==> src/rtl/video_scanlines.sv <==
// Scanline dimmer behind a scandoubler: two-stage pipeline that darkens alternate lines.
// Define SCANLINES_PARITY_EN to add scan_odd, which selects the frame's first-line parity.
module video_scanlines #(
  parameter int BITS = 8
) (
  input  logic            clk_sys,
  input  logic            reset,
  input  logic            ce_pix,
  input  logic [1:0]      scanlines,
`ifdef SCANLINES_PARITY_EN
  input  logic            scan_odd,
`endif
  input  logic            hs_in,
  input  logic            vs_in,
  input  logic            hb_in,
  input  logic            vb_in,
  input  logic [BITS-1:0] r_in,
  input  logic [BITS-1:0] g_in,
  input  logic [BITS-1:0] b_in,
  output logic            hs_out,
  output logic            vs_out,
  output logic            hb_out,
  output logic            vb_out,
  output logic [BITS-1:0] r_out,
  output logic [BITS-1:0] g_out,
  output logic [BITS-1:0] b_out
);

  logic            hs1, vs1, hb1, vb1;
  logic [BITS-1:0] r1, g1, b1;
  logic            dark;
  logic [1:0]      mode_q;
  logic            start;
  logic            hs_fall, vs_rise;
  logic [BITS-1:0] r_c, g_c, b_c;

`ifdef SCANLINES_PARITY_EN
  assign start = scan_odd;
`else
  assign start = 1'b0;
`endif

  // Stage-1 sync registers double as the edge-detect history.
  assign hs_fall = hs1 & ~hs_in;
  assign vs_rise = ~vs1 & vs_in;

  function automatic logic [BITS-1:0] dim(
    input logic [BITS-1:0] c,
    input logic [1:0]      m,
    input logic            d
  );
    logic [BITS-1:0] v;
    v = c;
    if (d) begin
      unique case (m)
        2'd1:    v = c - (c >> 2);
        2'd2:    v = c >> 1;
        2'd3:    v = c >> 2;
        default: v = c;
      endcase
    end
    return v;
  endfunction

  always_comb begin
    r_c = dim(r1, mode_q, dark);
    g_c = dim(g1, mode_q, dark);
    b_c = dim(b1, mode_q, dark);
    if (hb1 | vb1) begin
      r_c = '0;
      g_c = '0;
      b_c = '0;
    end
  end

  always_ff @(posedge clk_sys) begin
    if (reset) begin
      hs1    <= 1'b0;
      vs1    <= 1'b0;
      hb1    <= 1'b0;
      vb1    <= 1'b0;
      r1     <= '0;
      g1     <= '0;
      b1     <= '0;
      dark   <= start;
      mode_q <= 2'd0;
      hs_out <= 1'b0;
      vs_out <= 1'b0;
      hb_out <= 1'b0;
      vb_out <= 1'b0;
      r_out  <= '0;
      g_out  <= '0;
      b_out  <= '0;
    end else if (ce_pix) begin
      hs1 <= hs_in;
      vs1 <= vs_in;
      hb1 <= hb_in;
      vb1 <= vb_in;
      r1  <= r_in;
      g1  <= g_in;
      b1  <= b_in;
      // Frame start overrides a coincident line toggle.
      if (vs_rise) begin
        dark   <= start;
        mode_q <= scanlines;
      end else if (hs_fall) begin
        dark <= ~dark;
      end
      hs_out <= hs1;
      vs_out <= vs1;
      hb_out <= hb1;
      vb_out <= vb1;
      r_out  <= r_c;
      g_out  <= g_c;
      b_out  <= b_c;
    end
  end

endmodule

==> config.mk <==
export PLATFORM = sky130hd
export DESIGN_NAME = video_scanlines
export DESIGN_NICKNAME = d
export VERILOG_FILES = /design/src/rtl/video_scanlines.sv
export SDC_FILE = /design/constraint.sdc
export NUM_CORES = 1
export LEC_CHECK = 0
export CORE_ASPECT_RATIO = 0.6
export CORE_MARGIN = 5
export CORE_UTILIZATION = 51
export DETAILED_ROUTE_END_ITERATION = 6
export PLACE_DENSITY = 0.76
export SLEW_MARGIN = 20
export SYNTH_ARGS = -nofsm -noshare
export SYNTH_HDL_FRONTEND = slang
export SYNTH_SLANG_ARGS = --single-unit
==> constraint.sdc <==
create_clock -name clk_sys -period 3.5 [get_ports clk_sys]
set_input_delay 0.7 -clock clk_sys [delete_from_list [all_inputs] [get_ports clk_sys]]
set_output_delay 0.7 -clock clk_sys [all_outputs]
set_load 0.005 [all_outputs]
Yosys cells after proc, flatten, opt, wreduce, memory -nomap -nowiden
Cells that the tools add are included.
- register bits: 59
- input bits: 33
- output and inout port bits: 28
- word-level logic and storage cells: 42
- add/subtract/negate cells: 3
- equality and inequality tests: 3
- multiplexer cells: 11
- bitwise operators: 6
- reduce and logical (&&, ||, !) cells: 3
- operators by type and width (cell ; number):
    case mux 8 bit (3 select lines) ; 3
    2-to-1 mux 8 bit ; 6
    subtractor 8 x 6 -> 8 bit ; 3
    == test 2 bit, second input constant ; 2
    AND reduction 2 bit ; 2
    inverter 1 bit ; 3
    bitwise AND 1 bit ; 2
    == test 2 x 1 -> 1 bit, second input constant ; 1
    2-to-1 mux 1 bit ; 2
    nonzero test 2 bit ; 1
    OR 1 bit ; 1

Depth between registers and ports, before layout
Gate-level depths: netlist of the first run.
- word-level depth: 4
- gate-level depth with buffers: 9
- gate-level depth less buffers: 9

Worst setup path after synthesis of the first run
Ideal clock, no wire load.
- path kind: reg-to-reg
- from: register r1[2]
- to: register r_out[4]
- library setup time: 0.127 ns
- arrival: 1.755 ns
- data required time: 3.373 ns
- path slack: 1.618 ns
- stages on the path, launching flop included: 9
- path buffers: 0
- period minus slack after synthesis: 1.882 ns
- path through: dfxtp_1 -> ha_1 -> inv_1 -> fa_1 -> a21o_1 -> a21oi_1 -> xnor2_1 -> a221oi_1 -> o21ai_0
- word-level cells in the longest chain between the ends: 4
- RTL lines (element ; RTL line ; source):
    start: declaration ; 30 ; logic [BITS-1:0] r1, g1, b1;
    start signal: assignment ; 99 ; r1 <= r_in;
    subtractor 8 x 6 -> 8 bit ; 56 ; 2'd1: v = c - (c >> 2);
    case mux 8 bit (3 select lines) ; 55 ; unique case (m)
    2-to-1 mux 8 bit ; 54 ; if (d) begin
    2-to-1 mux 8 bit ; 69 ; if (hb1 | vb1) begin
    end signal: assignment ; 113 ; r_out <= r_c;
    end: declaration ; 24 ; output logic [BITS-1:0] r_out,
No other way between the ends.
A chain may end at the register's enable or synchronous reset.

Worst setup path in the final report of the first run
- from: register b1[7]
- to: register b_out[7]
- word-level cells in the longest chain between the ends: 4
- RTL lines (element ; RTL line ; source):
    start: declaration ; 30 ;
    start signal: assignment ; 101 ; b1 <= b_in;
    subtractor 8 x 6 -> 8 bit ; 56 ;
    case mux 8 bit (3 select lines) ; 55 ;
    2-to-1 mux 8 bit * ; 54 ;
    2-to-1 mux 8 bit * ; 69 ;
    end signal: assignment ; 93 ; b_out <= '0;
    end signal: assignment ; 115 ; b_out <= b_c;
    end: declaration ; 26 ; output logic [BITS-1:0] b_out
Mark *: on every way between the ends. The rest lies on a longest branch, timed or not.

==> results of run 1 <==
## layer usage
layer / track usage (%) / up-vias / routed length [um]
li1: - / 1628 / -
met1: 32.9 / 1637 / 4960
met2: 35.8 / 163 / 4300
met3: 7.58 / 19 / 862
met4: 7.25 / 0 / 156
met5: 0 / - / 0
## cell type report
class	instances	area, um2
multi-input cells	308	2180
inverters	26	97.6
clock inverters	1	5.00
fillers	576	2260
flip-flops and latches	59	1180
well taps	87	109
clock buffers	15	288
repair buffers	66	641
## tightest hold or removal path: stages (launching register included)
cell and delay [ps]:
dfxtp_1 310, nand2b_1 60, a21oi_1 50
## cells in the mapped netlist, drive strengths merged (3+ instances only)
library cell and n:
a21o 5, nand3 4, mux2i 37, or3 3, a211oi 9, nor2 51, ha 18, and4 3
nor2b 8, a21oi 26, a211o 4, dfxtp 59, clkbuf 12, nor3 7, nand2b 13, buf 13
a22oi 8, a2111oi 3, o21a 11, o221ai 7, a31oi 3, nand2 14, o211ai 7, fa 3
inv 26, o21ai 27, a2bb2oi 4, o22ai 3
## stage by stage
step           worst slack [ps]  instances  util [%]
2_1_floorplan              1620        418         -
6_report                   1210        562      66.6
3_5_place_dp                869        546      62.3
4_1_cts                    1230        562      66.6
5_1_grt                    1080        562      66.6
3_3_place_gp               1030        546      62.3
## worst paths after layout
| path | end | startpoint | slack [ps] |
|---|---|---|---|
| hold reg to reg | r_out[1] | r_out[1] | 470 |
| hold / removal | r_out[1] | r_out[1] | 470 |
| setup / recovery | b_out[7] | b1[7] | 1210 |
| setup reg to reg | b_out[7] | b1[7] | 1210 |
## registers in the layout, indices dropped and copies added, names as in the netlist, 2 cells and up
signal / count
b1: 8
b_out: 8
g1: 8
g_out: 8
mode_q: 2
r1: 8
r_out: 8
## kinds of logic after synthesis
logic type | Yosys count | share of synthesized area [%]
DFF | 59 | 32.9
muxes | 37 | 10.3
xor gates and xnor gates | 4 | 0.976
and+or+nand+nor | 112 | 15.9
buffers and inverters | 51 | 6.31
adders and majority gates | 21 | 7.94
AOI/OAI and AO/OA | 134 | 25.7
## report_power, final
| group | internal [uW] | switching, uW |
|---|---|---|
| Clock | 555 | 305 |
| Sequential | 705 | 38.9 |
| Combinational | 178 | 190 |
| Total | 1440 | 534 |
==> impl_metrics.py, run 1 <==
metrics = {
    "timing": {
        "clock_skew_ps": 5.77,
        "setup_violations": 0,
        "maxSlewViolCount": 0,
        "whs_ps": 468,
        "rsz0062_at_grt": "no",
        "period_needed_ps": 2290,
        "fmax_mhz": 437,
        "tns_ps": 0,
        "slew_headroom_pct": 26.1,
        "worst_pin_slew_ps": 1110,
        "hold_viol": 0,
        "finalCritPeriodShare_pct": 65.4,
    },
    "clocking": {
        "cts_tree": "done",
        "clock-sinks": 59,
        "path_clk_slew_ps": 50,
        "cts_root_buffer": "clkbuf_16",
        "cts_made_buffers": 9,
        "h-tree-depth": 3,
        "post-cts-setup-buffers": 0,
        "cts-resized-gates": 0,
        "holdBufCountCts": 0,
        "cts_buffer_depth": 2,
        "clock_latency_ps": 340,
    },
    "worst_setup_path": {
        "cp.arrival_ps": 2510,
        "start_kind": "flip-flop",
        "path_delay_family": "compound AO/OA/AOI/OAI gates",
        "crit_buf_inv": 1,
        "cp_slowest_stage_delay_ps": 820,
        "crit_path_max_fanout": 6,
        "reg2reg_depth": 5,
        "critical_path_class": "reg2reg",
        "crit_chain": "inv_1 > ha_1 > a2111oi_1 > a211oi_1 > a211o_1",
        "critPathSlowestCell": "a2111oi_1",
        "critPathRequiredTime_ps": 3720,
        "path_depth": 5,
        "cp-end-kind": "flip-flop",
    },
    "synth": {
        "synth_cell_type_count": 51,
        "yosysWarnings": 0,
        "async_reset_ff_share_pct": 0,
        "syn_area_mm2": 0.00359,
        "synth_edf_count": 0,
        "syn_nets": 472,
        "ys_ff_latch": 59,
        "syn-instance-count": 418,
        "synth_area_leaders": "dfxtp_1, mux2i_1, ha_1, nor2_1, o21ai_0",
        "synth_top_area_cell": "dfxtp_1",
        "yosysSeqAreaShare_pct": 32.9,
        "synth_top_area_share_pct": 32.9,
        "synth_flop_cell": "dfxtp_1",
        "syn_avg_cell_area_um2": 8.59,
    },
    "finish": {
        "antenna_cells": 0,
        "fin_area_mm2": 0.00450,
        "nNetsFinal": 524,
        "drive_gt1_share_pct": 5.68,
        "final_cell_mix": "dfxtp_1, clkdlybuf4s50_1, nor2_1",
        "area_growth_pct": 25.4,
    },
    "floorplanning": {
        "core_area_mm2": 0.00676,
        "die-area_mm2": 0.00887,
        "die_w_um": 118,
        "fp-row-count": 23,
        "initial_core_util_pct": 53.1,
        "io_pins": 61,
        "die_h_um": 75.0,
    },
    "placement": {
        "gp_congestion": 0.899,
        "hpwl_um": 7160,
        "placed_area_mm2": 0.00421,
        "port_buffers": 60,
    },
    "global_route": {
        "grt_pass1_vias": 3270,
        "grt_pass1_wl_um": 16800,
        "antenna_found_initial": 0,
        "grt_usage_pct": 23.8,
        "grt_overflow_total": 0,
        "grt_max_degree": 45,
    },
    "route": {
        "first_iter_violations": 379,
        "wl_um": 10300,
        "drcViolationCount": 0,
        "dr.pass1.iters": 5,
        "vias": 3447,
        "ant_nets": 0,
        "wl_per_cell_um": 18.3,
        "vias_per_cell": 6.13,
    },
    "power_and_ir_drop": {
        "finalPower_uw": 1970,
        "cellLeakagePower_uw": 0.00176,
        "vdd_drop_max_mv": 0.378,
        "power_per_cell_area_mw_per_mm2": 438,
    },
    "job": {
        "max_cap_violations": 0,
    },
    "hold_path": {
        "hp-class": "reg2reg",
        "holdPathStages": 2,
    },
    "status": {
        "status": "finished clean",
    },
}
Power figures use the tool's default switching activity.
==> inputs of run 2 (changes only) <==
==> constraint.sdc (replaced) <==
create_clock -name clk_sys -period 2.2 [get_ports clk_sys]
set_input_delay 0.44 -clock clk_sys [delete_from_list [all_inputs] [get_ports clk_sys]]
set_output_delay 0.44 -clock clk_sys [all_outputs]
set_load 0.005 [all_outputs]
==> run 2 against run 1 <==
  * Wire length is 3.4% lower
  * Cell area is 2.0% higher
  * Clock-buffer cell count is 5 lower
  * Non-clock buffer count is 17 higher
  * Combinational power is 66% higher
  * Sequential share of layout area is 0.47 points lower
  * Cell count is 2.7% higher
  * Via count is 1.1% lower
  * Clock power is 38% higher
  * Critical path type unchanged
  * Largest power group unchanged
==> impl_metrics.py, run 2 (synthesis results as in run 1) <==
metrics = {
    "status": {
        "status": "finished clean",
    },
    "route": {
        "first_iter_violations": 246,
        "drcViolationCount": 0,
        "wl_um": 9930,
        "wl_per_cell_um": 17.2,
        "ant_nets": 0,
        "dr.pass1.iters": 5,
        "vias_per_cell": 5.91,
        "vias": 3408,
    },
    "clocking": {
        "cts_root_buffer": "clkbuf_16",
        "clock_latency_ps": 330,
        "path_clk_slew_ps": 50,
        "post-cts-setup-buffers": 0,
        "h-tree-depth": 3,
        "cts_buffer_depth": 2,
        "cts_tree": "done",
        "cts_made_buffers": 9,
        "clock-sinks": 59,
    },
    "worst_setup_path": {
        "start_kind": "flip-flop",
        "crit_path_max_fanout": 6,
        "critPathRequiredTime_ps": 2420,
        "critical_path_class": "reg2reg",
        "cp.arrival_ps": 2290,
        "cp-end-kind": "flip-flop",
    },
    "hold_path": {
        "hp-class": "reg2reg",
    },
    "floorplanning": {
        "fp-row-count": 23,
        "die_h_um": 75.0,
        "die_w_um": 118,
        "core_area_mm2": 0.00676,
        "io_pins": 61,
        "die-area_mm2": 0.00887,
        "initial_core_util_pct": 53.1,
    },
    "timing": {
        "whs_ps": 459,
        "worst_pin_slew_ps": 1060,
        "maxSlewViolCount": 0,
        "fmax_mhz": 482,
        "period_needed_ps": 2080,
        "clock_skew_ps": 5.97,
        "rsz0062_at_grt": "no",
        "hold_viol": 0,
        "setup_violations": 0,
        "finalCritPeriodShare_pct": 94.4,
        "tns_ps": 0,
        "slew_headroom_pct": 29.0,
    },
    "power_and_ir_drop": {
        "cellLeakagePower_uw": 0.00183,
        "power_per_cell_area_mw_per_mm2": 647,
        "vdd_drop_max_mv": 0.453,
    },
    "job": {
        "max_cap_violations": 0,
    },
    "global_route": {
        "grt_max_degree": 48,
        "grt_pass1_wl_um": 16400,
        "grt_usage_pct": 23.3,
        "antenna_found_initial": 0,
        "grt_overflow_total": 0,
        "grt_pass1_vias": 3265,
    },
    "placement": {
        "port_buffers": 60,
        "gp_congestion": 0.879,
        "hpwl_um": 7150,
    },
    "finish": {
        "multi_input_area_mm2": 0.00219,
        "final_common_cell": "clkdlybuf4s50_1",
        "drive_gt1_share_pct": 9.59,
        "seqCellArea_mm2": 0.00118,
        "fillCellCount": 576,
        "final_cell_mix": "clkdlybuf4s50_1, dfxtp_1, nor2_1",
        "antenna_cells": 0,
        "area_growth_pct": 28.0,
        "nNetsFinal": 541,
    },
}
-- run 2: cell types whose count changed in the layout (fill, tap and decap cells not counted), sizes merged --
cell,change
buf,+17
clkinv,+3
clkbuf,-5
-- run 2: stage by stage --
stage	setup WS, ps	cell area [um2]	cells	utilization, %	total power (uW)
after floorplan	318	3590	418	-	1570
after CTS	72.3	4590	577	67.8	2990
after detailed placement	-0.921	4340	563	64.2	1790
after global placement	34.0	4340	563	64.2	1780
final	124	4600	577	68.0	2970
after global routing	17.8	4600	577	68.0	3120
-- run 2: final timing paths --
kind	slack [ps]	start	cells past startpoint	end
worst min-delay path	460	g_out[3]	2	g_out[3]
worst min register to register	460	g_out[3]	2	g_out[3]
worst max register to register	120	b1[2]	8	b_out[4]
worst max-delay path	120	b1[2]	8	b_out[4]
-- run 2: layer usage --
layer	routed length, um	global-route usage [%]	share of wire (%)
met5	0	0	0
met4	139	6.49	1.4
met3	787	7.13	7.9
met2	4020	34.0	40
met1	4980	33.5	50
-- run 2: repair_timing --
action,4_1_cts,5_1_grt
resized for setup,0,4
hold buffers,0,0
endpoints found under the setup margin,0,3
-- run 2: cell type report --
cell class | instances | share of cell area (%)
Clock buffer | 10 | 4.98
Clock inverter | 4 | 0.436
Inverter | 26 | 2.12
Multi-Input combinational cell | 308 | 47.6
Sequential cell | 59 | 25.8
Tap cell | 87 | 2.37
Timing Repair Buffer | 83 | 16.7
-- run 2: where the power goes --
part           switching (uW)  internal, uW  leakage, uW
Combinational             310           302      0.00121
Clock                     453           737     0.000128
Sequential               48.4          1120     0.000484
-- run 2: worst max-delay path, cell delays in order (launching register included) --
cell and delay [ps]:
dfxtp_1 430, ha_1 220, inv_1 60, fa_1 390
nand3_1 90, nand2_1 100, or4_1 420, a31oi_1 160
o21ai_0 90
